===== src/rtl/remote_key_pkg.sv =====
`default_nettype none
// ============================================================================
//  Module   : remote_key_pkg
//  Desc     : Shared constants for the IR remote key-event sequencer:
//             event types, one-hot FSM states and Avalon register map.
//  Revision : 1.0  initial release
// ============================================================================
package remote_key_pkg;

    localparam logic [1:0] EV_PRESS   = 2'd0;
    localparam logic [1:0] EV_HOLD    = 2'd1;
    localparam logic [1:0] EV_REPEAT  = 2'd2;
    localparam logic [1:0] EV_RELEASE = 2'd3;

    localparam logic [3:0] ST_IDLE    = 4'b0001;
    localparam logic [3:0] ST_PRESSED = 4'b0010;
    localparam logic [3:0] ST_HELD    = 4'b0100;
    localparam logic [3:0] ST_SWITCH  = 4'b1000;

    localparam logic [2:0] ADDR_EVENT  = 3'd0;
    localparam logic [2:0] ADDR_STATUS = 3'd1;
    localparam logic [2:0] ADDR_CTRL   = 3'd2;
    localparam logic [2:0] ADDR_CMD    = 3'd3;

    function automatic logic [9:0] ev_word(input logic [1:0] ev_type, input logic [7:0] code);
        return {ev_type, code};
    endfunction

endpackage : remote_key_pkg
`default_nettype wire


===== src/rtl/remote_key_fifo.sv =====
`default_nettype none
// ============================================================================
//  Module   : remote_key_fifo
//  Desc     : Synchronous event FIFO with occupancy count, full/empty flags,
//             flush, and a one-cycle pulse for pushes dropped while full.
//  Revision : 1.0  initial release
// ============================================================================
module remote_key_fifo #(
    parameter int DEPTH = 4,
    parameter int WIDTH = 10
) (
    input  logic                       sys_clk,
    input  logic                       sys_rst_n,
    input  logic                       i_push,
    input  logic [WIDTH-1:0]           i_push_data,
    input  logic                       i_pop,
    input  logic                       i_flush,
    output logic [WIDTH-1:0]           o_pop_data,
    output logic [$clog2(DEPTH):0]     o_count,
    output logic                       o_full,
    output logic                       o_empty,
    output logic                       o_overflow
);

    localparam int c_AW = $clog2(DEPTH);
    localparam int c_CW = c_AW + 1;
    localparam logic [c_CW-1:0] c_DEPTH = c_CW'(DEPTH);

    logic [WIDTH-1:0] r_mem [DEPTH];
    logic [c_AW-1:0]  r_wr_ptr;
    logic [c_AW-1:0]  r_rd_ptr;
    logic [c_CW-1:0]  r_count;
    logic             w_do_pop;
    logic             w_do_push;

    assign o_empty    = (r_count == '0);
    assign o_full     = (r_count == c_DEPTH);
    assign o_count    = r_count;
    assign o_pop_data = r_mem[r_rd_ptr];

    // A pop frees the slot in the same cycle, so a full FIFO still accepts the push.
    assign w_do_pop   = i_pop && !o_empty;
    assign w_do_push  = i_push && (!o_full || w_do_pop);
    assign o_overflow = i_push && !w_do_push && !i_flush;

    always_ff @(posedge sys_clk or negedge sys_rst_n) begin
        if (!sys_rst_n) begin
            r_wr_ptr <= '0;
            r_rd_ptr <= '0;
            r_count  <= '0;
        end else if (i_flush) begin
            r_wr_ptr <= '0;
            r_rd_ptr <= '0;
            r_count  <= '0;
        end else begin
            if (w_do_push) r_wr_ptr <= r_wr_ptr + 1'b1;
            if (w_do_pop)  r_rd_ptr <= r_rd_ptr + 1'b1;
            case ({w_do_push, w_do_pop})
                2'b10:   r_count <= r_count + 1'b1;
                2'b01:   r_count <= r_count - 1'b1;
                default: r_count <= r_count;
            endcase
        end
    end

    always_ff @(posedge sys_clk) begin
        if (w_do_push && !i_flush) r_mem[r_wr_ptr] <= i_push_data;
    end

endmodule : remote_key_fifo
`default_nettype wire


===== src/rtl/remote_key_ctrl.sv =====
`default_nettype none
// ============================================================================
//  Module   : remote_key_ctrl
//  Desc     : Turns NEC decoder code/repeat pulses into PRESS/HOLD/REPEAT/
//             RELEASE events queued for Avalon-MM reads, with level IRQ.
//             Define REMOTE_KEY_AUTOREPEAT_EN to emit REPEAT events while held.
//  Revision : 1.0  initial release
// ============================================================================
module remote_key_ctrl
    import remote_key_pkg::*;
#(
    parameter int CLK_FREQ     = 50_000_000,
    parameter int RELEASE_MS   = 120,
    parameter int HOLD_REPEATS = 4,
    parameter int AUTO_REPEATS = 2,
    parameter int FIFO_DEPTH   = 4
) (
    input  logic        sys_clk,
    input  logic        sys_rst_n,
    input  logic [7:0]  key_code,
    input  logic        key_valid,
    input  logic        repeat_valid,
    input  logic [2:0]  avl_address,
    input  logic        avl_write,
    input  logic [31:0] avl_writedata,
    input  logic        avl_read,
    output logic [31:0] avl_readdata,
    output logic        irq
);

    localparam int c_REL_CNT = CLK_FREQ / 1000 * RELEASE_MS;
    localparam int c_TMR_W   = (c_REL_CNT > 1) ? $clog2(c_REL_CNT) : 1;
    localparam logic [c_TMR_W-1:0] c_TMR_LOAD = c_TMR_W'(c_REL_CNT - 1);
    localparam int c_REP_MAX = (HOLD_REPEATS > AUTO_REPEATS) ? HOLD_REPEATS : AUTO_REPEATS;
    localparam int c_REP_W   = $clog2(c_REP_MAX + 1);
    localparam logic [c_REP_W-1:0] c_HOLD_N = c_REP_W'(HOLD_REPEATS);
`ifdef REMOTE_KEY_AUTOREPEAT_EN
    localparam logic [c_REP_W-1:0] c_AUTO_N = c_REP_W'(AUTO_REPEATS);
`endif
    localparam int c_CW = $clog2(FIFO_DEPTH) + 1;

    logic [3:0]         r_state;
    logic [3:0]         w_state_nxt;
    logic [7:0]         r_cur_code;
    logic [7:0]         w_code_nxt;
    logic [c_REP_W-1:0] r_rep_cnt;
    logic [c_REP_W-1:0] w_rep_nxt;
    logic [c_REP_W-1:0] w_rep_inc;
    logic [c_TMR_W-1:0] r_timer;
    logic               w_active;
    logic               w_push;
    logic [9:0]         w_push_data;
    logic               r_en;
    logic               r_irq_en;
    logic               r_overflow;
    logic               w_pop;
    logic               w_cmd_wr;
    logic               w_flush;
    logic               w_ovf;
    logic [9:0]         w_pop_data;
    logic [c_CW-1:0]    w_count;
    logic               w_full;
    logic               w_empty;
    logic               w_unused;

    assign w_active  = (r_state == ST_PRESSED) || (r_state == ST_HELD);
    assign w_rep_inc = r_rep_cnt + 1'b1;
    assign w_unused  = &{1'b0, avl_writedata[31:2], 1'b0};

    always_ff @(posedge sys_clk or negedge sys_rst_n) begin
        if (!sys_rst_n) begin
            r_state    <= ST_IDLE;
            r_cur_code <= '0;
            r_rep_cnt  <= '0;
        end else begin
            r_state    <= w_state_nxt;
            r_cur_code <= w_code_nxt;
            r_rep_cnt  <= w_rep_nxt;
        end
    end

    // The key_valid branch is tested before expiry, so a simultaneous
    // expiry never produces a second RELEASE.
    always_comb begin
        w_state_nxt = r_state;
        w_code_nxt  = r_cur_code;
        w_rep_nxt   = r_rep_cnt;
        w_push      = 1'b0;
        w_push_data = '0;
        if (!r_en) begin
            w_state_nxt = ST_IDLE;
            w_rep_nxt   = '0;
        end else begin
            case (r_state)
                ST_IDLE: begin
                    if (key_valid) begin
                        w_push      = 1'b1;
                        w_push_data = ev_word(EV_PRESS, key_code);
                        w_code_nxt  = key_code;
                        w_rep_nxt   = '0;
                        w_state_nxt = ST_PRESSED;
                    end
                end
                ST_PRESSED, ST_HELD: begin
                    if (key_valid) begin
                        w_push      = 1'b1;
                        w_push_data = ev_word(EV_RELEASE, r_cur_code);
                        w_code_nxt  = key_code;
                        w_rep_nxt   = '0;
                        w_state_nxt = ST_SWITCH;
                    end else if (repeat_valid) begin
                        if (r_state == ST_PRESSED) begin
                            if (w_rep_inc == c_HOLD_N) begin
                                w_push      = 1'b1;
                                w_push_data = ev_word(EV_HOLD, r_cur_code);
                                w_rep_nxt   = '0;
                                w_state_nxt = ST_HELD;
                            end else begin
                                w_rep_nxt = w_rep_inc;
                            end
                        end
`ifdef REMOTE_KEY_AUTOREPEAT_EN
                        else if (w_rep_inc == c_AUTO_N) begin
                            w_push      = 1'b1;
                            w_push_data = ev_word(EV_REPEAT, r_cur_code);
                            w_rep_nxt   = '0;
                        end else begin
                            w_rep_nxt = w_rep_inc;
                        end
`endif
                    end else if (r_timer == '0) begin
                        w_push      = 1'b1;
                        w_push_data = ev_word(EV_RELEASE, r_cur_code);
                        w_state_nxt = ST_IDLE;
                    end
                end
                ST_SWITCH: begin
                    w_push      = 1'b1;
                    w_push_data = ev_word(EV_PRESS, r_cur_code);
                    w_rep_nxt   = '0;
                    w_state_nxt = ST_PRESSED;
                end
                default: begin
                    w_state_nxt = ST_IDLE;
                end
            endcase
        end
    end

    always_ff @(posedge sys_clk or negedge sys_rst_n) begin
        if (!sys_rst_n) begin
            r_timer <= '0;
        end else if (r_en && (key_valid || repeat_valid)) begin
            r_timer <= c_TMR_LOAD;
        end else if (w_active && (r_timer != '0)) begin
            r_timer <= r_timer - 1'b1;
        end
    end

    assign w_pop    = avl_read && (avl_address == ADDR_EVENT);
    assign w_cmd_wr = avl_write && (avl_address == ADDR_CMD);
    assign w_flush  = w_cmd_wr && avl_writedata[0];

    remote_key_fifo #(
        .DEPTH (FIFO_DEPTH),
        .WIDTH (10)
    ) u_fifo (
        .sys_clk     (sys_clk),
        .sys_rst_n   (sys_rst_n),
        .i_push      (w_push),
        .i_push_data (w_push_data),
        .i_pop       (w_pop),
        .i_flush     (w_flush),
        .o_pop_data  (w_pop_data),
        .o_count     (w_count),
        .o_full      (w_full),
        .o_empty     (w_empty),
        .o_overflow  (w_ovf)
    );

    always_ff @(posedge sys_clk or negedge sys_rst_n) begin
        if (!sys_rst_n) begin
            r_en       <= 1'b0;
            r_irq_en   <= 1'b0;
            r_overflow <= 1'b0;
            irq        <= 1'b0;
        end else begin
            if (avl_write && (avl_address == ADDR_CTRL)) begin
                r_en     <= avl_writedata[0];
                r_irq_en <= avl_writedata[1];
            end
            if (w_ovf) begin
                r_overflow <= 1'b1;
            end else if (w_cmd_wr && avl_writedata[1]) begin
                r_overflow <= 1'b0;
            end
            irq <= r_irq_en && !w_empty;
        end
    end

    always_ff @(posedge sys_clk or negedge sys_rst_n) begin
        if (!sys_rst_n) begin
            avl_readdata <= '0;
        end else if (avl_read) begin
            case (avl_address)
                ADDR_EVENT:  avl_readdata <= w_empty ? 32'd0 : {1'b1, 21'd0, w_pop_data};
                ADDR_STATUS: avl_readdata <= {24'd0, r_overflow, 5'(w_count), w_full, w_empty};
                ADDR_CTRL:   avl_readdata <= {30'd0, r_irq_en, r_en};
                default:     avl_readdata <= '0;
            endcase
        end
    end

endmodule : remote_key_ctrl
`default_nettype wire

===== config.mk =====
export PLATFORM = sky130hd
export DESIGN_NAME = remote_key_ctrl
export DESIGN_NICKNAME = d
export VERILOG_FILES = /design/src/rtl/remote_key_pkg.sv /design/src/rtl/remote_key_fifo.sv /design/src/rtl/remote_key_ctrl.sv
export SDC_FILE = /design/constraint.sdc
export NUM_CORES = 1
export LEC_CHECK = 0
export BUFFER_PORTS_ARGS = -buffer_cell sky130_fd_sc_hd__clkbuf_2
export CORE_ASPECT_RATIO = 1.2
export CORE_UTILIZATION = 41
export DETAILED_ROUTE_END_ITERATION = 16
export PLACE_DENSITY = 0.66
export SETUP_SLACK_MARGIN = 0.3
export SLEW_MARGIN = 0
export SYNTH_ARGS = -nofsm -noshare
export SYNTH_HDL_FRONTEND = slang
export SYNTH_SLANG_ARGS = --single-unit

===== constraint.sdc =====
create_clock -name sys_clk -period 2.65 [get_ports sys_clk]
set_input_delay 0.265 -clock sys_clk [delete_from_list [all_inputs] [get_ports sys_clk]]
set_output_delay 0.265 -clock sys_clk [all_outputs]
set_load 0.02 [all_outputs]

==> impl_metrics.tcl, run 1 <==
set metrics [dict create \
    slowest_delay_ns 0.45 \
    dpl.hpwl_um 6840 \
    antenna_left 0 \
    drtPass1Iterations 4 \
    synth.avg_cell_area_um2 11.3 \
    critPathSlowestCell "dfrtp_2" \
    switching_share 0.322 \
    synth_xor_area_frac 0.0368 \
    grt_usage 0.180 \
    root_buffer "clkbuf_16" \
    hp-class "in2async" \
    finalCritPeriodShare 0.916 \
    power_density_mw_per_mm2 776 \
    yosys.area.top_type "dfrtp_1" \
    ios 82 \
    power.internal_mw 3.16 \
    place_area_mm2 0.00540 \
    ys_warn_count 0 \
    numCtsBuffers 9 \
    combinationalPowerShare 0.268 \
    gp_congestion 0.818 \
    cp-startpoint "r_state[3]" \
    fill_cells 1036 \
    layout_min_cycle_time_ns 2.43 \
    crit_type "reg2reg" \
    power.leakage_nw 2.34 \
    grt_pass1_wl_um 17100 \
    peakVddDrop_mv 0.364 \
    synthArstFlopShare 0.600 \
    drc 0 \
    overflow 0 \
    synth_top_family_by_area "simple AND/OR/NAND/NOR gates" \
    pwr-share-seq 0.439 \
    synth_top_area_share 0.295 \
    finalMaxSlewViolations 0 \
    cts_hold_buffers 0 \
    power_mw 4.67 \
    design_area_mm2 0.00602 \
    reg2reg_setup_slack_ns 0.22 \
    tns_ns 0 \
    crit_fanout 5 \
    status "completed" \
    cts_tree "built" \
    final_util 0.513 \
    drt-total-wl_um 10600 \
    synthCells 444 \
    start_util 0.427 \
    critPathCaptureType "register" \
    synth_compound_area_frac 0.0968 \
    clk_path_buf_depth 2 \
    vias_per_cell 5.19 \
    via_count 3454 \
    rr_startpoint "r_state[3]" \
    setup_violations 0 \
    port_buffers 30 \
    cts.sinks 100 \
    final_nets 562 \
    power_switching_mw 1.51 \
    synthTopCellsByArea "dfrtp_1 30%, edfxtp_1 24%, mux4_2 4.5%" \
    tightest_slew_ns 0.918 \
    row_count 43 \
    clk_pin_slew_worst_paths_ns 0.07 \
    path_cells "nor2b_1, o311a_1, o21a_4, a21oi_4, fa_2, nand2_2, nor4b_4, o21ai_1, nor3b_2" \
    synthMuxAreaShare 0.0695 \
    rsz0062_at_grt "yes" \
    die_h_um 123 \
    synth-main-ff-cell "dfrtp_1" \
    insertion_delay_ns 0.35 \
    ys_ff_latch 100 \
    core_area_mm2 0.0117 \
    synth_edf_count 40 \
    maxCapViolCount 0 \
    path_delay_family "compound AO/OA/AOI/OAI gates" \
    antenna_found_initial 0 \
    crit_buf_inv 0 \
    worstPathArrival_ns 2.65 \
    synthAdderAreaFrac 0.0240 \
    slew-limit-headroom 0.384 \
    grt_pass1_vias 3488 \
    die_w_um 103 \
    area_growth_pct 20.3 \
    hold_viol_final 0 \
    syn-cell-area_mm2 0.00500 \
    clock.fmax_mhz 412 \
    clock_skew_ns 0.00694 \
    dieArea_mm2 0.0127 \
    htreeDepth 3 \
    synthSimpleGateAreaFrac 0.172 \
    r2r_cells 9 \
    wl_per_cell_um 15.9 \
    clockPowerShare 0.293 \
    drt_iter0_markers 132 \
    layout-drive-gt1-share 0.291 \
    crit_required_ns 2.88 \
    holdWs_ns 0.0688 \
    reg2reg_to "u_fifo.o_count[2]" \
    grt_max_degree 61 \
    synth_seq_area_share 0.540 \
    critPathLaunchType "register" \
    synth_cell_types 61 \
    antenna_cells 0 \
]
[metal layers]
layer,global-route usage,vias up,share of wire
met2,0.326,67,0.54
met1,0.205,1698,0.41
met4,0.0660,0,0.016
met3,0.0390,15,0.033
met5,0,-,0
li1,-,1674,-
[through the flow]
stage	setup slack (ns)	instances
detailed placement	0.0731	633
CTS	0.244	661
global placement	0.195	633
floorplan	0.251	464
global route	0.155	666
finish	0.224	666
[worst reg2reg max path: cells and delay by family, from the launching register on]
kind	cells	cell delay, ns
compound gates	4	0.89
fa+ha+maj	1	0.28
flops	1	0.45
simple gates	4	0.67
[area by class of cell]
type / instances / area (um^2) / share of cell area
clock buffers: 10 / 229 / 0.0380
repair buffers: 62 / 394 / 0.0655
flip-flops and latches: 100 / 2710 / 0.450
multi-input cells: 311 / 2340 / 0.388
clock inverters: 6 / 80.1 / 0.0133
inverters: 20 / 75.1 / 0.0125
well taps: 157 / 196 / 0.0326
[worst max-delay path by stage]
stage | end | cells past startpoint | slack, ns
after floorplan | u_fifo.r_mem[0][0] | 5 | 0.25
after global placement | u_fifo.o_count[2] | 10 | 0.20
after detailed placement | u_fifo.o_count[2] | 10 | 0.07
after CTS | u_fifo.o_count[2] | 10 | 0.24
after global routing | u_fifo.o_count[2] | 9 | 0.16
final | u_fifo.o_count[2] | 9 | 0.22
[registers in the layout, indices dropped and copies added (netlist names)]
signal and cells:
u_fifo.r_mem 40, r_timer 23, avl_readdata 11, r_cur_code 8, r_state 4, r_rep_cnt 3, u_fifo.o_count 3, u_fifo.r_rd_ptr 2
u_fifo.r_wr_ptr 2, irq 1, r_en 1, r_irq_en 1, r_overflow 1
[power by group through the flow]
stage	Combinational (mW)	Sequential (mW)	Clock [mW]
2_1_floorplan	0.846	2.01	0
3_3_place_gp	1.04	2.06	0
3_5_place_dp	1.07	2.07	0
4_1_cts	1.19	2.04	1.39
5_1_grt	1.38	2.08	1.45
6_report	1.25	2.05	1.37
[synth_stat cells, types with 3 or more instances]
| library cell | number |
|---|---|
| dfrtp_1 | 59 |
| nand2_1 | 50 |
| edfxtp_1 | 40 |
| nor2_1 | 33 |
| buf_4 | 21 |
| inv_1 | 20 |
| o21ai_0 | 19 |
| a21oi_1 | 15 |
| nand3_1 | 14 |
| xor2_1 | 14 |
| nor2b_1 | 12 |
| clkbuf_1 | 10 |
| mux2_2 | 10 |
| mux4_2 | 10 |
| a22oi_1 | 8 |
| ha_1 | 8 |
| nor3_1 | 7 |
| nor4_1 | 7 |
| xnor2_1 | 7 |
| and4_1 | 6 |
| o21ai_1 | 5 |
| and2_1 | 4 |
| buf_2 | 4 |
| nand2b_1 | 4 |
| nand3b_1 | 4 |
| a211oi_1 | 3 |
| and3_1 | 3 |
| nor3b_1 | 3 |
| nor4b_1 | 3 |
[cells in the final DEF, fill, tap and decap left out, drive strengths merged, types with 2 or more instances in the layout]
cell type and instances:
o211ai 2, nand2b 4, nor4b 5, edfxtp 40, nor4 8, nand3b 4, or4 2, a211oi 3
ha 8, nor3b 4, o22ai 2, conb 21, xor2 14, dfrtp 59, buf 32, o31ai 2
nor3 7, mux2 10, a21oi 17, nand2 51, nor2 33, or2 2, nand3 14, o21a 2
and4 10, xnor2 7, mux4 10, inv 24, a31o 2, or3 2, and2 4, a311oi 2
nor2b 12, clkbuf 40, a22oi 8, o21ai 25, a2111oi 2, and3 3
[timing repair]
item	4_1_cts	5_1_grt
hold endpoints to repair	0	0
setup buffers	8	5
pin swaps	14	9
gates cloned	4	0
gates resized for setup	20	19
setup endpoints to repair	42	61
[logic make-up after synthesis]
logic type,count (synthesis)
AOI/OAI and AO/OA,72
buffers and inverters,57
DFF,100
muxes,21
adders and majority gates,9
other,1
and+or+nand+nor,163
xor gates and xnor gates,21
No activity file was read; power rests on OpenSTA's default activity.
==> run 2, diff against run 1 <==
--- a/config.mk
+++ b/config.mk
@@ -8,4 +8,5 @@
 export BUFFER_PORTS_ARGS = -buffer_cell sky130_fd_sc_hd__clkbuf_2
-export CORE_ASPECT_RATIO = 1.2
+export CORE_ASPECT_RATIO = 1.75
 export CORE_UTILIZATION = 41
+export CTS_BUF_LIST = sky130_fd_sc_hd__clkbuf_4 sky130_fd_sc_hd__clkbuf_8 sky130_fd_sc_hd__clkbuf_16
 export DETAILED_ROUTE_END_ITERATION = 16
--- a/constraint.sdc
+++ b/constraint.sdc
@@ -3,2 +3,2 @@
 set_output_delay 0.265 -clock sys_clk [all_outputs]
-set_load 0.02 [all_outputs]
+set_load 0.1 [all_outputs]
==> run 2 against run 1 <==
Against the previous run: global-route usage decreased by 0.12 points; die area rose by 0.12%; combinational power up 31%; critical endpoint unchanged; cell count shrank 0.90%; via count grew 4.8%; non-clock buffer count grew 13; clock-buffer cell count shrank 1; first-iteration DRC count increased by 8.3%; maximum frequency increased by 1.6%; clock power down 5%; critical path depth is the same; sequential power is essentially flat.
==> impl_metrics.tcl, run 2 (synthesized netlist as in run 1, its figures left out) <==
set metrics [dict create \
    root_buffer "clkbuf_16" \
    hold_viol_final 0 \
    dpl.hpwl_um 7400 \
    crit_fanout 8 \
    hp-class "in2reg" \
    core_area_mm2 0.0119 \
    largest_reg_flops 40 \
    antenna_found_initial 0 \
    dieArea_mm2 0.0127 \
    gp_congestion 0.809 \
    slowest_delay_ns 0.45 \
    drc 0 \
    vias_per_cell 5.49 \
    grt_max_degree 36 \
    clock_skew_ns 0.00783 \
    multi_input_area_mm2 0.00237 \
    path_delay_family "compound AO/OA/AOI/OAI gates" \
    htreeDepth 3 \
    ios 82 \
    drtPass1Iterations 6 \
    maxCapViolCount 0 \
    die_w_um 85.5 \
    layout_min_cycle_time_ns 2.39 \
    layout_commonest_cell "dfrtp_1" \
    area_growth_pct 22.8 \
    layout-drive-gt1-share 0.333 \
    setup_violations 0 \
    clk_path_buf_depth 2 \
    tightest_slew_ns 0.933 \
    critPathSlowestCell "dfrtp_2" \
    start_util 0.419 \
    die_h_um 148 \
    grt_pass1_vias 3530 \
    rsz0062_at_grt "yes" \
    top_regs "u_fifo.r_mem: 40 flops, r_timer: 23 flops, avl_readdata: 11 flops" \
    overflow 0 \
    power_mw 4.97 \
    row_count 53 \
    port_buffers 30 \
    crit_type "reg2reg" \
    critPathLaunchType "register" \
    final_cell_mix "56 x dfrtp_1, 50 x nand2_1, 41 x buf_4" \
    clk_pin_slew_worst_paths_ns 0.07 \
    finalMaxSlewViolations 0 \
    tns_ns 0 \
    status "completed" \
    antenna_left 0 \
    grt_pass1_wl_um 17200 \
    critPathCaptureType "register" \
    antenna_cells 0 \
    worstPathArrival_ns 2.62 \
    numCtsBuffers 9 \
    power.leakage_nw 2.41 \
    setup_ws_ns 0.262 \
    drt_iter0_markers 143 \
    crit_required_ns 2.88 \
    dp_slack_ns 0.0876 \
    drt-total-wl_um 11200 \
    clock.fmax_mhz 419 \
    largest-register "u_fifo.r_mem" \
    crit_buf_inv 0 \
    cts_tree "built" \
    via_count 3621 \
    insertion_delay_ns 0.35 \
    final_nets 576 \
    finalCritPeriodShare 0.901 \
    slew-limit-headroom 0.374 \
    regArea_mm2 0.00271 \
    fill_cells 1031 \
    cts.sinks 100 \
    power_density_mw_per_mm2 810 \
    path_cells "nor2b_1, o311a_1, o21a_2, a21oi_2, fa_2, nand2_1, nor4b_4, o21ai_1, nor3b_2" \
    wl_per_cell_um 16.9 \
    peakVddDrop_mv 0.363 \
    grt_usage 0.178 \
]
==> run 2: worst paths after layout <==
kind,from,to,slack [ns],cells after the start
hold reg to reg,r_cur_code[5],r_cur_code[5],0.51,1
min in group asynchronous,sys_rst_n,r_timer[1],0.48,2
setup / recovery,r_state[2],u_fifo.o_count[2],0.26,9
max in group asynchronous,sys_rst_n,avl_readdata[7],1.54,3
hold / removal,key_code[5],r_cur_code[5],0.17,2
setup reg to reg,r_state[2],u_fifo.o_count[2],0.26,9
==> run 2: metrics by stage <==
| stage | hold slack, ns | utilization | cell area [um^2] | instances |
|---|---|---|---|---|
| 6_report | 0.173 | 0.515 | 6140 | 660 |
| 5_1_grt | 0.178 | 0.515 | 6140 | 660 |
| 4_1_cts | 0.159 | 0.494 | 5890 | 645 |
| 3_5_place_dp | 0.342 | 0.454 | 5420 | 617 |
| 3_3_place_gp | 0.337 | 0.454 | 5420 | 617 |
| 2_1_floorplan | -0.0306 | - | 5140 | 464 |
==> run 2: area by class of cell <==
| class | instances | share of cell area |
|---|---|---|
| clock inverter | 7 | 0.0124 |
| clock buffer | 9 | 0.0367 |
| tap | 137 | 0.0279 |
| inverter | 20 | 0.0122 |
| timing repair buffer | 75 | 0.0845 |
| multi-input combinational | 312 | 0.386 |
| sequential | 100 | 0.441 |
==> run 2: worst register-to-register path, delay by kind of cell, from the launching register on <==
kind,cells,cell delay (ns)
AO/OA/AOI/OAI,4,0.90
adder cells (fa/ha/maj),1,0.24
flip-flops,1,0.45
AND/OR/NAND/NOR,4,0.69
==> run 2: layer usage <==
metal	track usage	part of all wire	vias up
met3	0.0266	0.035	28
li1	-	-	1704
met5	0	0	-
met4	0.0950	0.039	0
met1	0.185	0.36	1791
met2	0.338	0.57	98
==> run 2: repair_timing <==
item                                    4_1_cts  5_1_grt
hold buffers                                  1        0
endpoints found under the setup margin       80       76
gates cloned                                  2        3
setup buffers                                 9       12
pin swaps                                    12       24
resized for setup                            20       30
endpoints found under the hold margin        24        0
==> run 2: where the power goes <==
group          internal, mW  switching, mW
Combinational         0.619           1.02
Sequential             1.85          0.194
Clock                 0.668          0.631
Total                  3.13           1.84
==> run 3, diff against run 2 <==
Settings changed: ABC_AREA set to 1.
==> run 3 against run 2 <==
Against the previous run: setup slack worse by 0.0016 ns; core utilization is 0.29 points lower; clock skew is 0.00054 ns lower; non-clock buffer count is 18 higher.
==> impl_metrics.tcl, run 3 <==
set metrics [dict create \
    antenna_cells 0 \
    setup_violations 0 \
    grt_pass1_vias 4046 \
    finalMaxSlewViolations 0 \
    clock.fmax_mhz 418 \
    tns_ns 0 \
    ios 82 \
    die_w_um 85.9 \
    insertion_delay_ns 0.34 \
    gp_congestion 0.920 \
    start_util 0.421 \
    clk_pin_slew_worst_paths_ns 0.07 \
    dpl.hpwl_um 8240 \
    rsz0062_at_grt "yes" \
    ys_warn_count 0 \
    power.leakage_nw 2.73 \
    yosys.area.top_type "dfrtp_1" \
    peakVddDrop_mv 0.393 \
    critPathCaptureType "register" \
    final_nets 681 \
    synth_commonest_cells "76 x nand2_1, 64 x nor2_1, 59 x dfrtp_1, 57 x inv_1, 43 x o21ai_0" \
    largest_reg_flops 40 \
    grt_pass1_wl_um 18600 \
    regArea_mm2 0.00271 \
    dieArea_mm2 0.0128 \
    cts_tree "built" \
    synthTopCellsByArea "dfrtp_1 29%, edfxtp_1 24%, nand2_1 5.6%" \
    design_area_mm2 0.00614 \
    clk_path_buf_depth 2 \
    synth_top_area_share 0.292 \
    layout_commonest_cell "nand2_1" \
    dp_slack_ns 0.0985 \
    tightest_slew_ns 0.677 \
    core_area_mm2 0.0120 \
    drt-total-wl_um 11600 \
    antenna_found_initial 0 \
    area_growth_pct 21.7 \
    antenna_left 0 \
    crit_type "reg2reg" \
    finalCritPeriodShare 0.902 \
    status "completed" \
    root_buffer "clkbuf_16" \
    layout-drive-gt1-share 0.283 \
    synth_edf_count 40 \
    top_regs "u_fifo.r_mem: 40 flops, r_timer: 23 flops, avl_readdata: 11 flops" \
    synthArstFlopShare 0.600 \
    hp-class "in2reg" \
    drtPass1Iterations 4 \
    final_util 0.512 \
    final_cell_mix "72 x nand2_1, 62 x buf_4, 58 x dfrtp_1" \
    hold_viol_final 0 \
    synthCells 531 \
    synth_cell_types 47 \
    ys_ff_latch 100 \
    worstPathArrival_ns 2.62 \
    vias_per_cell 5.15 \
    path_delay_family "simple AND/OR/NAND/NOR gates" \
    maxCapViolCount 0 \
    synth.most_common_cell "nand2_1" \
    largest-register "u_fifo.r_mem" \
    synth.avg_cell_area_um2 9.51 \
    slowest_delay_ns 0.41 \
    die_h_um 149 \
    fin_cells 793 \
    synth-main-ff-cell "dfrtp_1" \
    crit_required_ns 2.88 \
    cts.sinks 100 \
    critPathSlowestCell "dfrtp_1" \
    crit_fanout 3 \
    grt_max_degree 26 \
    place_inst 736 \
    overflow 0 \
    htreeDepth 3 \
    setup_ws_ns 0.260 \
    place_area_mm2 0.00543 \
    wl_per_cell_um 14.6 \
    critPathLaunchType "register" \
    layout_min_cycle_time_ns 2.39 \
    fill_cells 1030 \
    row_count 53 \
    crit_buf_inv 2 \
    numCtsBuffers 9 \
    drt_iter0_markers 272 \
    grt_usage 0.189 \
    synth_seq_area_share 0.535 \
    power_density_mw_per_mm2 819 \
    syn-cell-area_mm2 0.00505 \
    multi_input_area_mm2 0.00208 \
    port_buffers 30 \
    clock_skew_ns 0.00729 \
    slew-limit-headroom 0.548 \
    via_count 4081 \
    drc 0 \
    path_cells "nor2_2, nand2_2, nor2_4, nand4_1, nand3_2, nand2_2, nand3_4, nand2_4, nand2_2, inv_2, fa_2, xnor2_2, inv_1, nand2_1, nand2_1, nand3_1, nand2_1" \
]
run 3: cell count changes in the layout (fill, tap and decap cells not counted), sizes merged, moves of 13 or more:
cell | previous run | this run
buf | 44 | 62
inv | 24 | 64
nand2 | 51 | 87
nor2 | 33 | 74
o21ai | 25 | 44
xor2 | 14 | 1
run 3: kinds of logic after synthesis:
logic type | share of synthesized area
muxes | 0.0178
AOI/OAI and AO/OA | 0.111
DFF | 0.535
buffers and inverters | 0.0897
other | 0.000743
and+or+nand+nor | 0.216
xor gates and xnor gates | 0.00520
adders and majority gates | 0.0238
run 3: metal layers:
metal	vias up	track usage	routed length, um
met5	-	0	0
met3	41	0.0387	389
li1	1941	-	-
met2	122	0.358	6450
met1	1977	0.185	4290
met4	0	0.107	487
run 3: where the power goes:
| group | internal [mW] | switching (mW) |
|---|---|---|
| combinational | 0.528 | 1.18 |
| sequential | 1.87 | 0.178 |
| clock | 0.704 | 0.567 |
| total | 3.10 | 1.92 |
run 3: path summary, 6_finish.rpt:
check / to / start / slack (ns) / cells past startpoint
min in group asynchronous: u_fifo.o_count[1] / sys_rst_n / 0.50 / 2
hold reg to reg: avl_readdata[31] / avl_readdata[31] / 0.48 / 2
hold / removal: r_cur_code[1] / key_code[1] / 0.17 / 2
setup reg to reg: u_fifo.o_count[2] / r_timer[9] / 0.26 / 17
max in group asynchronous: r_state[0] / sys_rst_n / 1.36 / 3
setup / recovery: u_fifo.o_count[2] / r_timer[9] / 0.26 / 17
run 3: through the flow:
stage | power [mW] | hold WS, ns
finish | 5.03 | 0.175
floorplan | 3.29 | -0.0306
CTS | 4.96 | 0.166
global placement | 3.61 | 0.329
detailed placement | 3.66 | 0.327
global route | 5.31 | 0.174
run 3: what timing repair did:
action,CTS,global route
buffers inserted,22,18
resized for setup,12,21
cloned,0,0
hold buffers,1,0
endpoints found under the setup margin,41,46
hold endpoints to repair,23,0
pin swaps,8,20
run 3: area by class of cell:
cell class,count,area share
multi-input combinational,355,0.338
clock buffer,12,0.0424
inverter,64,0.0391
timing repair buffer,93,0.102
tap,165,0.0336
sequential,100,0.440
clock inverter,4,0.00489
